File: src/rtl/keypad_entry.sv
// keypad_entry: scans a 4x4 active-low matrix keypad, debounces presses and
// shifts each accepted hex digit into a 16-bit entry register.
// Optional feature: define KEYPAD_REPEAT_EN to auto-repeat a held key every
// REPEAT_TICKS scan ticks.
module keypad_entry #(
  parameter int unsigned DIV_BITS     = 15,
  parameter int unsigned DEB_TICKS    = 4,
  parameter int unsigned REPEAT_TICKS = 64
) (
  input  logic        clk,
  input  logic        rst,
  input  logic [3:0]  row,
  output logic [3:0]  col,
  output logic [15:0] num,
  output logic [3:0]  key,
  output logic        key_valid,
  output logic        key_held
);

  localparam int unsigned CntW = $clog2(DEB_TICKS + 1);
  localparam logic [CntW-1:0] DebMax = CntW'(DEB_TICKS);
  localparam logic [CntW-1:0] CntOne = CntW'(1);

  // A debounce count of zero would never accept anything.
  if (DEB_TICKS < 1 || REPEAT_TICKS < 1) begin : g_param_check
    $error("keypad_entry: DEB_TICKS and REPEAT_TICKS must be >= 1");
  end

  typedef enum logic [1:0] {
    StScan,
    StDebounce,
    StHeld,
    StRelease
  } state_e;

  state_e            state_q, state_d;
  logic [DIV_BITS-1:0] pre_q;
  logic [3:0]        row_s1_q, row_s2_q;
  logic [1:0]        col_idx_q, col_idx_d;
  logic [CntW-1:0]   cnt_q, cnt_d;
  logic [3:0]        code_q, code_d;
  logic [15:0]       num_q, num_d;
  logic [3:0]        key_q, key_d;
  logic              key_valid_q;
  logic              tick;
  logic              any_low;
  logic [1:0]        row_idx;
  logic              accept;
  logic [3:0]        acc_code;

`ifdef KEYPAD_REPEAT_EN
  localparam int unsigned RepW = $clog2(REPEAT_TICKS + 1);
  localparam logic [RepW-1:0] RepMax = RepW'(REPEAT_TICKS);
  logic [RepW-1:0]   rep_q, rep_d;
`endif

  // Free-running scan prescaler; tick on the all-ones cycle.
  always_ff @(posedge clk or posedge rst) begin
    if (rst) begin
      pre_q <= '0;
    end else begin
      pre_q <= pre_q + 1'b1;
    end
  end

  assign tick = &pre_q;

  // Two-flop synchronizer for the asynchronous row inputs; idle is all high.
  always_ff @(posedge clk or posedge rst) begin
    if (rst) begin
      row_s1_q <= 4'hF;
      row_s2_q <= 4'hF;
    end else begin
      row_s1_q <= row;
      row_s2_q <= row_s1_q;
    end
  end

  // Lowest-index low row wins when several rows are low.
  always_comb begin
    any_low = ~&row_s2_q;
    row_idx = 2'd0;
    if (!row_s2_q[0]) begin
      row_idx = 2'd0;
    end else if (!row_s2_q[1]) begin
      row_idx = 2'd1;
    end else if (!row_s2_q[2]) begin
      row_idx = 2'd2;
    end else if (!row_s2_q[3]) begin
      row_idx = 2'd3;
    end
  end

  // Scan/debounce FSM next-state; every decision is gated by tick.
  always_comb begin
    state_d   = state_q;
    col_idx_d = col_idx_q;
    cnt_d     = cnt_q;
    code_d    = code_q;
    accept    = 1'b0;
    acc_code  = code_q;
`ifdef KEYPAD_REPEAT_EN
    rep_d     = rep_q;
`endif
    unique case (state_q)
      StScan: begin
        if (tick) begin
          if (any_low) begin
            code_d   = {row_idx, col_idx_q};
            acc_code = {row_idx, col_idx_q};
            cnt_d    = CntOne;
            if (DEB_TICKS == 1) begin
              accept  = 1'b1;
              state_d = StHeld;
            end else begin
              state_d = StDebounce;
            end
          end else begin
            col_idx_d = col_idx_q + 2'd1;
          end
        end
      end
      StDebounce: begin
        if (tick) begin
          if (any_low && (row_idx == code_q[3:2])) begin
            if ((cnt_q + CntOne) == DebMax) begin
              accept  = 1'b1;
              state_d = StHeld;
            end else begin
              cnt_d = cnt_q + CntOne;
            end
          end else begin
            // Bounce or different key: drop it and keep scanning.
            state_d   = StScan;
            col_idx_d = col_idx_q + 2'd1;
          end
        end
      end
      StHeld: begin
        if (tick) begin
          if (!any_low) begin
`ifdef KEYPAD_REPEAT_EN
            rep_d = '0;
`endif
            if (DEB_TICKS == 1) begin
              state_d   = StScan;
              col_idx_d = col_idx_q + 2'd1;
            end else begin
              state_d = StRelease;
              cnt_d   = CntOne;
            end
          end else begin
`ifdef KEYPAD_REPEAT_EN
            if ((rep_q + 1'b1) == RepMax) begin
              accept = 1'b1;
              rep_d  = '0;
            end else begin
              rep_d = rep_q + 1'b1;
            end
`endif
          end
        end
      end
      StRelease: begin
        if (tick) begin
          if (!any_low) begin
            if ((cnt_q + CntOne) == DebMax) begin
              state_d   = StScan;
              col_idx_d = col_idx_q + 2'd1;
            end else begin
              cnt_d = cnt_q + CntOne;
            end
          end else begin
            cnt_d = CntOne;
          end
        end
      end
      default: begin
        state_d = StScan;
      end
    endcase
  end

  // Entry register and last-key capture on accept.
  always_comb begin
    num_d = num_q;
    key_d = key_q;
    if (accept) begin
      num_d = {num_q[11:0], acc_code};
      key_d = acc_code;
    end
  end

  // State and datapath registers.
  always_ff @(posedge clk or posedge rst) begin
    if (rst) begin
      state_q     <= StScan;
      col_idx_q   <= 2'd0;
      cnt_q       <= '0;
      code_q      <= 4'h0;
      num_q       <= 16'h0000;
      key_q       <= 4'h0;
      key_valid_q <= 1'b0;
    end else begin
      state_q     <= state_d;
      col_idx_q   <= col_idx_d;
      cnt_q       <= cnt_d;
      code_q      <= code_d;
      num_q       <= num_d;
      key_q       <= key_d;
      key_valid_q <= accept;
    end
  end

`ifdef KEYPAD_REPEAT_EN
  // Repeat counter: ticks spent in HELD since the last accept.
  always_ff @(posedge clk or posedge rst) begin
    if (rst) begin
      rep_q <= '0;
    end else begin
      rep_q <= rep_d;
    end
  end
`endif

  assign col       = ~(4'b0001 << col_idx_q);
  assign num       = num_q;
  assign key       = key_q;
  assign key_valid = key_valid_q;
  assign key_held  = (state_q == StHeld) || (state_q == StRelease);

endmodule

File: config.mk
export PLATFORM = sky130hd
export DESIGN_NAME = keypad_entry
export DESIGN_NICKNAME = d
export VERILOG_FILES = /design/src/rtl/keypad_entry.sv
export SDC_FILE = /design/constraint.sdc
export NUM_CORES = 1
export LEC_CHECK = 0
export CORE_MARGIN = 5
export CORE_UTILIZATION = 25
export CTS_CLUSTER_DIAMETER = 80
export CTS_CLUSTER_SIZE = 12
export DETAILED_ROUTE_END_ITERATION = 6
export SLEW_MARGIN = 20
export SYNTH_ARGS = -nofsm -noshare
export SYNTH_HDL_FRONTEND = slang
export SYNTH_SLANG_ARGS = --single-unit
File: constraint.sdc
create_clock -name clk -period 2.35 [get_ports clk]
set_clock_uncertainty 0.05 [all_clocks]
set_input_delay 0.3525 -clock clk [delete_from_list [all_inputs] [get_ports clk]]
set_output_delay 0.3525 -clock clk [all_outputs]
set_load 0.01 [all_outputs]
== Word level (Yosys, flattened, before mapping) ==
Cells that the tools add are included.

* Register bits: 55
* Bits of input ports: 6
* Output and inout port bits: 26
* Logic and storage cells: 82

* $add $sub $neg: 3
* Eq/ne operators: 17
* Shifts and indexed selects: 1
* Mux-type cells: 40
* Bitwise logic cells: 1
* Reduce and logical (&&, ||, !) cells: 10

{| class="wikitable"
|+ Operators by type and width
! operator !! number
|-
| $mux 2 || 21
|-
| $mux 3 || 9
|-
| $ne 2x2->1 const B || 11
|-
| $add 15x1->15 const B || 1
|-
| $reduce_and 15->1 || 1
|-
| $mux 4 || 3
|-
| $pmux 3 s4 || 1
|-
| $reduce_and 9->1 || 1
|-
| $pmux 2 s4 || 1
|-
| $reduce_and 8->1 || 1
|-
| $reduce_and 7->1 || 1
|-
| $pmux 2 s3 || 1
|-
| $eq 2x2->1 const B || 2
|-
| $mux 1 || 4
|-
| $not 4->4 || 1
|-
| $reduce_and 4->1 || 1
|-
| $shl 1x2->4 const A || 1
|-
| $add 3x1->3 const B || 1
|-
| $eq 3x3->1 const B || 1
|-
| $ne 3x3->1 const B || 1
|-
| $reduce_bool 3->1 || 1
|-
| $add 2x1->2 const B || 1
|-
| $eq 2x1->1 const B || 1
|-
| $eq 2x2->1 || 1
|-
| other kinds (4) || 4
|}

== Longest topological paths before layout ==
* Depth after elaboration: 9
* Gate-level depth with buffers: 7
* Gate-level depth less buffers: 6

== Worst setup path before layout ==
Ideal clock, no wire load.

* Kind: flip-flop to flip-flop
* Start point: register pre_q[0]
* End point: register num_q[0], in the netlist num[0]
* Setup time: 0.125 ns
* Data arrival time: 2.064 ns
* Setup slack: 0.111 ns
* Stages on the path, launching flop included: 8
* Path through: dfrtp_1 -> ha_1 -> nand3_1 -> or4_4 -> buf_6 -> nor4_4 -> mux2_2 -> mux2_2

* Word-level cells in the longest chain between the ends: 3

{| class="wikitable"
|+ RTL lines
! item !! line !! text
|-
| from (decl) || 37 || <nowiki>logic [DIV_BITS-1:0] pre_q;</nowiki>
|-
| from (signal assigned) || 62 || <nowiki>pre_q <= pre_q + 1'b1;</nowiki>
|-
| $reduce_and 15->1 || 66 || <nowiki>assign tick = &pre_q;</nowiki>
|-
| $mux 4 || 107 || <nowiki>if (tick) begin</nowiki>
|-
| $mux 4 || 105 || <nowiki>unique case (state_q)</nowiki>
|-
| via acc_code[0] || 49 || <nowiki>logic [3:0] acc_code;</nowiki>
|-
| to (signal assigned) || 209 || <nowiki>num_q <= num_d;</nowiki>
|-
| to (decl) || 42 || <nowiki>logic [15:0] num_q, num_d;</nowiki>
|}

The timed path passes the listed nets, and every way through them passes these cells.
A chain may end at the register's enable or synchronous reset.

== Worst setup path after layout ==
* Start point: register pre_q[10]
* End point: register num_q[1], in the netlist num[1]

The elaborated chain is that of the path after synthesis.

==> results.md <==
* Status: completed
* CP max stage delay at 0.57 ns
* First-pass DRT Iterations at 4
* Worst Hold Class: flip-flop to flip-flop
* Hold_sp: row_s1_q[1]
* Hold_buf cts at 0
* Startpoint Class: flip-flop
* Yosys cell types at 44
* CP Class: flip-flop to flip-flop
* Clock slew at reported path FFs at 0.09 ns
* Leading area contributor after synthesis: dfrtp_1
* Synth Net Count at 207
* Crit path required time at ~2.5 ns
* Power Density at approximately 480 mW/mm2
* Number of remaining DRC errors at 0
* Final period utilization at between 90 and 100%
* Detailed Route WL at 4270 um
* CP arrival at 2.40 ns
* DP HPWL at 3100 um
* # diodes at 0
* Sequential fraction of the synthesis area at 54.1%
* Initial Util at 25.7%
* Top_reg_cell synth: dfrtp_1
* Largest net degree at the start of global routing at 52
* Crit. End Element: flip-flop
* Syn Area/Cell at roughly 12 um2
* GRT overflow at 0
* Final setup viols at 0
* Fill count at 941
* Synth top area share at 45.3%
* CTS tree: built
* Max-cap viol count at 0
* Layout cells sized above 1 at between 20 and 25%
* DIE WIDTH at 107 um
* R2R Path Start: pre_q[10]
* RD Place Congestion at ~0.79
* Worst hold slack at 0.309 ns
* Top-level I/O count at 32
* Vias per std cell at 4.32
* RSZ-0062 raised after global routing: false
* Wirelength per Cell at 11.8 um
* Family with the most delay on the worst path: simple AND/OR/NAND/NOR gates
* H-Tree Depth at 2
* Port Buffer Count at 31
* Post-cts resize count at 0
* Gate Count Post-Synth at 194
* Asr flop ratio synth at 100%
* Final Util at 32.1%
* Vias in the first global route at 1548
* Via count at 1568
* Later-pin clock latency in the skew report at approximately 0.3 ns
* Core ar. at 0.00924 mm2
* Worst path bufs/invs at 0
* Worst-Margin Slew at 0.499 ns
* Pwr Total at 0.00143 W
* Drt initial violations at 69
* Slew Limit Fails at 0
* Sink Count at 51
* Fin. Hold Viols at 0
* Initial antenna violation count at 0
* Final nets at around 250
* Clk buf depth at 2
* Crit path cell chain: nand4_2 -> or4_4 -> nor4_4 -> mux2_2 -> mux2_2
* Post-synth EDFFs at 0
* CP max stage cell: or4_4
* First-pass GRT wire length at 7250 um
* Post-layout min period at 2.26 ns
* Worst vdd ir at 0.000235 V
* Cell row count at 35
* CP Launch Point: pre_q[10]
* Critical path fanouts, max at 5
* Yosys reg bits at 51
* Die ar. at 0.0116 mm2
* Pre-CTS setup slack at 0.0638 ns
* Antenna viol nets, final at 0
* Die Ht at roughly 110 um
* GRT Total Usage at 7.76%
* F_max at between 0.4 and 0.5 GHz
* Leakage Power at 1.29 nW
* Area Growth Syn to Fin at 25.0%
* Top cells by area, synth: dfrtp_1 45%, dfstp_2 8.8%, mux2_2 8.5%, ha_1 3.7%, xnor2_1 3.7%
* Ys Warns at 0
* CTS buffer count at 5
* Worst setup margin at 0.0904 ns
* CTS root buf: clkbuf_8
* CP dominant cell by count: mux2_2
* Setup bufs post-CTS at 0
* Worst slew margin at 66.5%
* Fin Setup TNS at 0 ns
* Mapped cell area at 0.00238 mm2
[stage by stage]
stage	cell area, um2	cells
2_1_floorplan	2380	194
3_3_place_gp	2880	355
3_5_place_dp	2880	355
4_1_cts	2970	363
5_1_grt	2970	363
6_report	2970	363
[cells in the mapped netlist, types with 2 or more instances]
library cell	count
clkbuf_1	4
ha_1	7
nand2b_1	2
o31ai_1	3
dfstp_2	8
nand3_1	9
nand2_1	12
xnor2_1	10
and4_1	2
inv_1	10
a21oi_1	2
o311a_1	2
dfrtp_1	43
nor3b_1	2
o21ai_0	6
and2_1	2
nor4_1	2
and3_1	2
xor2_1	6
mux2_2	18
mux2i_1	2
buf_4	4
nand4_1	7
nor2_1	8
or2_2	2
[layout make-up]
cell class / count / area [um2] / share of cell area [%]
clock buffers: 6 / 72.6 / 2.44
well taps: 129 / 161 / 5.44
multi-input cells: 123 / 993 / 33.5
inverters: 10 / 37.5 / 1.26
repair buffers: 42 / 405 / 13.7
clock inverters: 2 / 12.5 / 0.421
flip-flops and latches: 51 / 1290 / 43.3
[placed cells by master, fill, tap and decap left out, drive strengths merged, types with 3 or more instances in the layout]
| master | count |
|---|---|
| xnor2 | 10 |
| buf | 11 |
| ha | 7 |
| xor2 | 6 |
| o21ai | 6 |
| inv | 10 |
| nand2 | 12 |
| dfstp | 8 |
| dfrtp | 43 |
| clkbuf | 6 |
| clkdlybuf4s50 | 31 |
| nor4 | 3 |
| o31ai | 3 |
| nand3 | 9 |
| mux2 | 18 |
| nor2 | 8 |
| nand4 | 8 |
[per-layer routing]
| metal | global-route usage [%] | part of all wire (%) |
|---|---|---|
| met2 | 12.4 | 47 |
| met5 | 0 | 0 |
| met1 | 10.2 | 49 |
| met3 | 2.22 | 4.0 |
| met4 | 2.25 | 0.33 |
[registers in the layout (all words and copies together), names as in the netlist, named ones only]
name and cells:
num 16, col_idx_q 2, pre_q 15, code_q 4, cnt_q 3, state_q 1, row_s2_q 4, row_s1_q 4
key_valid 1
[path summary, 6_finish.rpt]
kind	cells past startpoint	slack [ns]	endpoint
max	5	0.09	num[1]
min	0	0.31	row_s2_q[1]
max reg2reg	5	0.09	num[1]
min reg2reg	0	0.31	row_s2_q[1]
max in group asynchronous	3	1.62	row_s2_q[0]
min in group asynchronous	3	0.36	num[3]
[cell families after synthesis]
family,after synthesis,synth area share [%]
DFF,51,54.1
AOI/OAI and AO/OA,22,8.11
adders and majority gates,7,3.69
buffers and inverters,20,4.16
and+or+nand+nor,58,14.6
muxes,20,9.37
xor gates and xnor gates,16,5.90
[power by group]
part	switching, W	total, W	internal [W]	leakage [nW]
Sequential	0.00000681	0.000896	0.000890	0.671
Clock	0.000279	0.000488	0.000209	0.0412
Combinational	0.0000243	0.0000423	0.0000180	0.581
Total	0.000311	0.00143	0.00112	1.29
No activity file was read; power rests on OpenSTA's default activity.
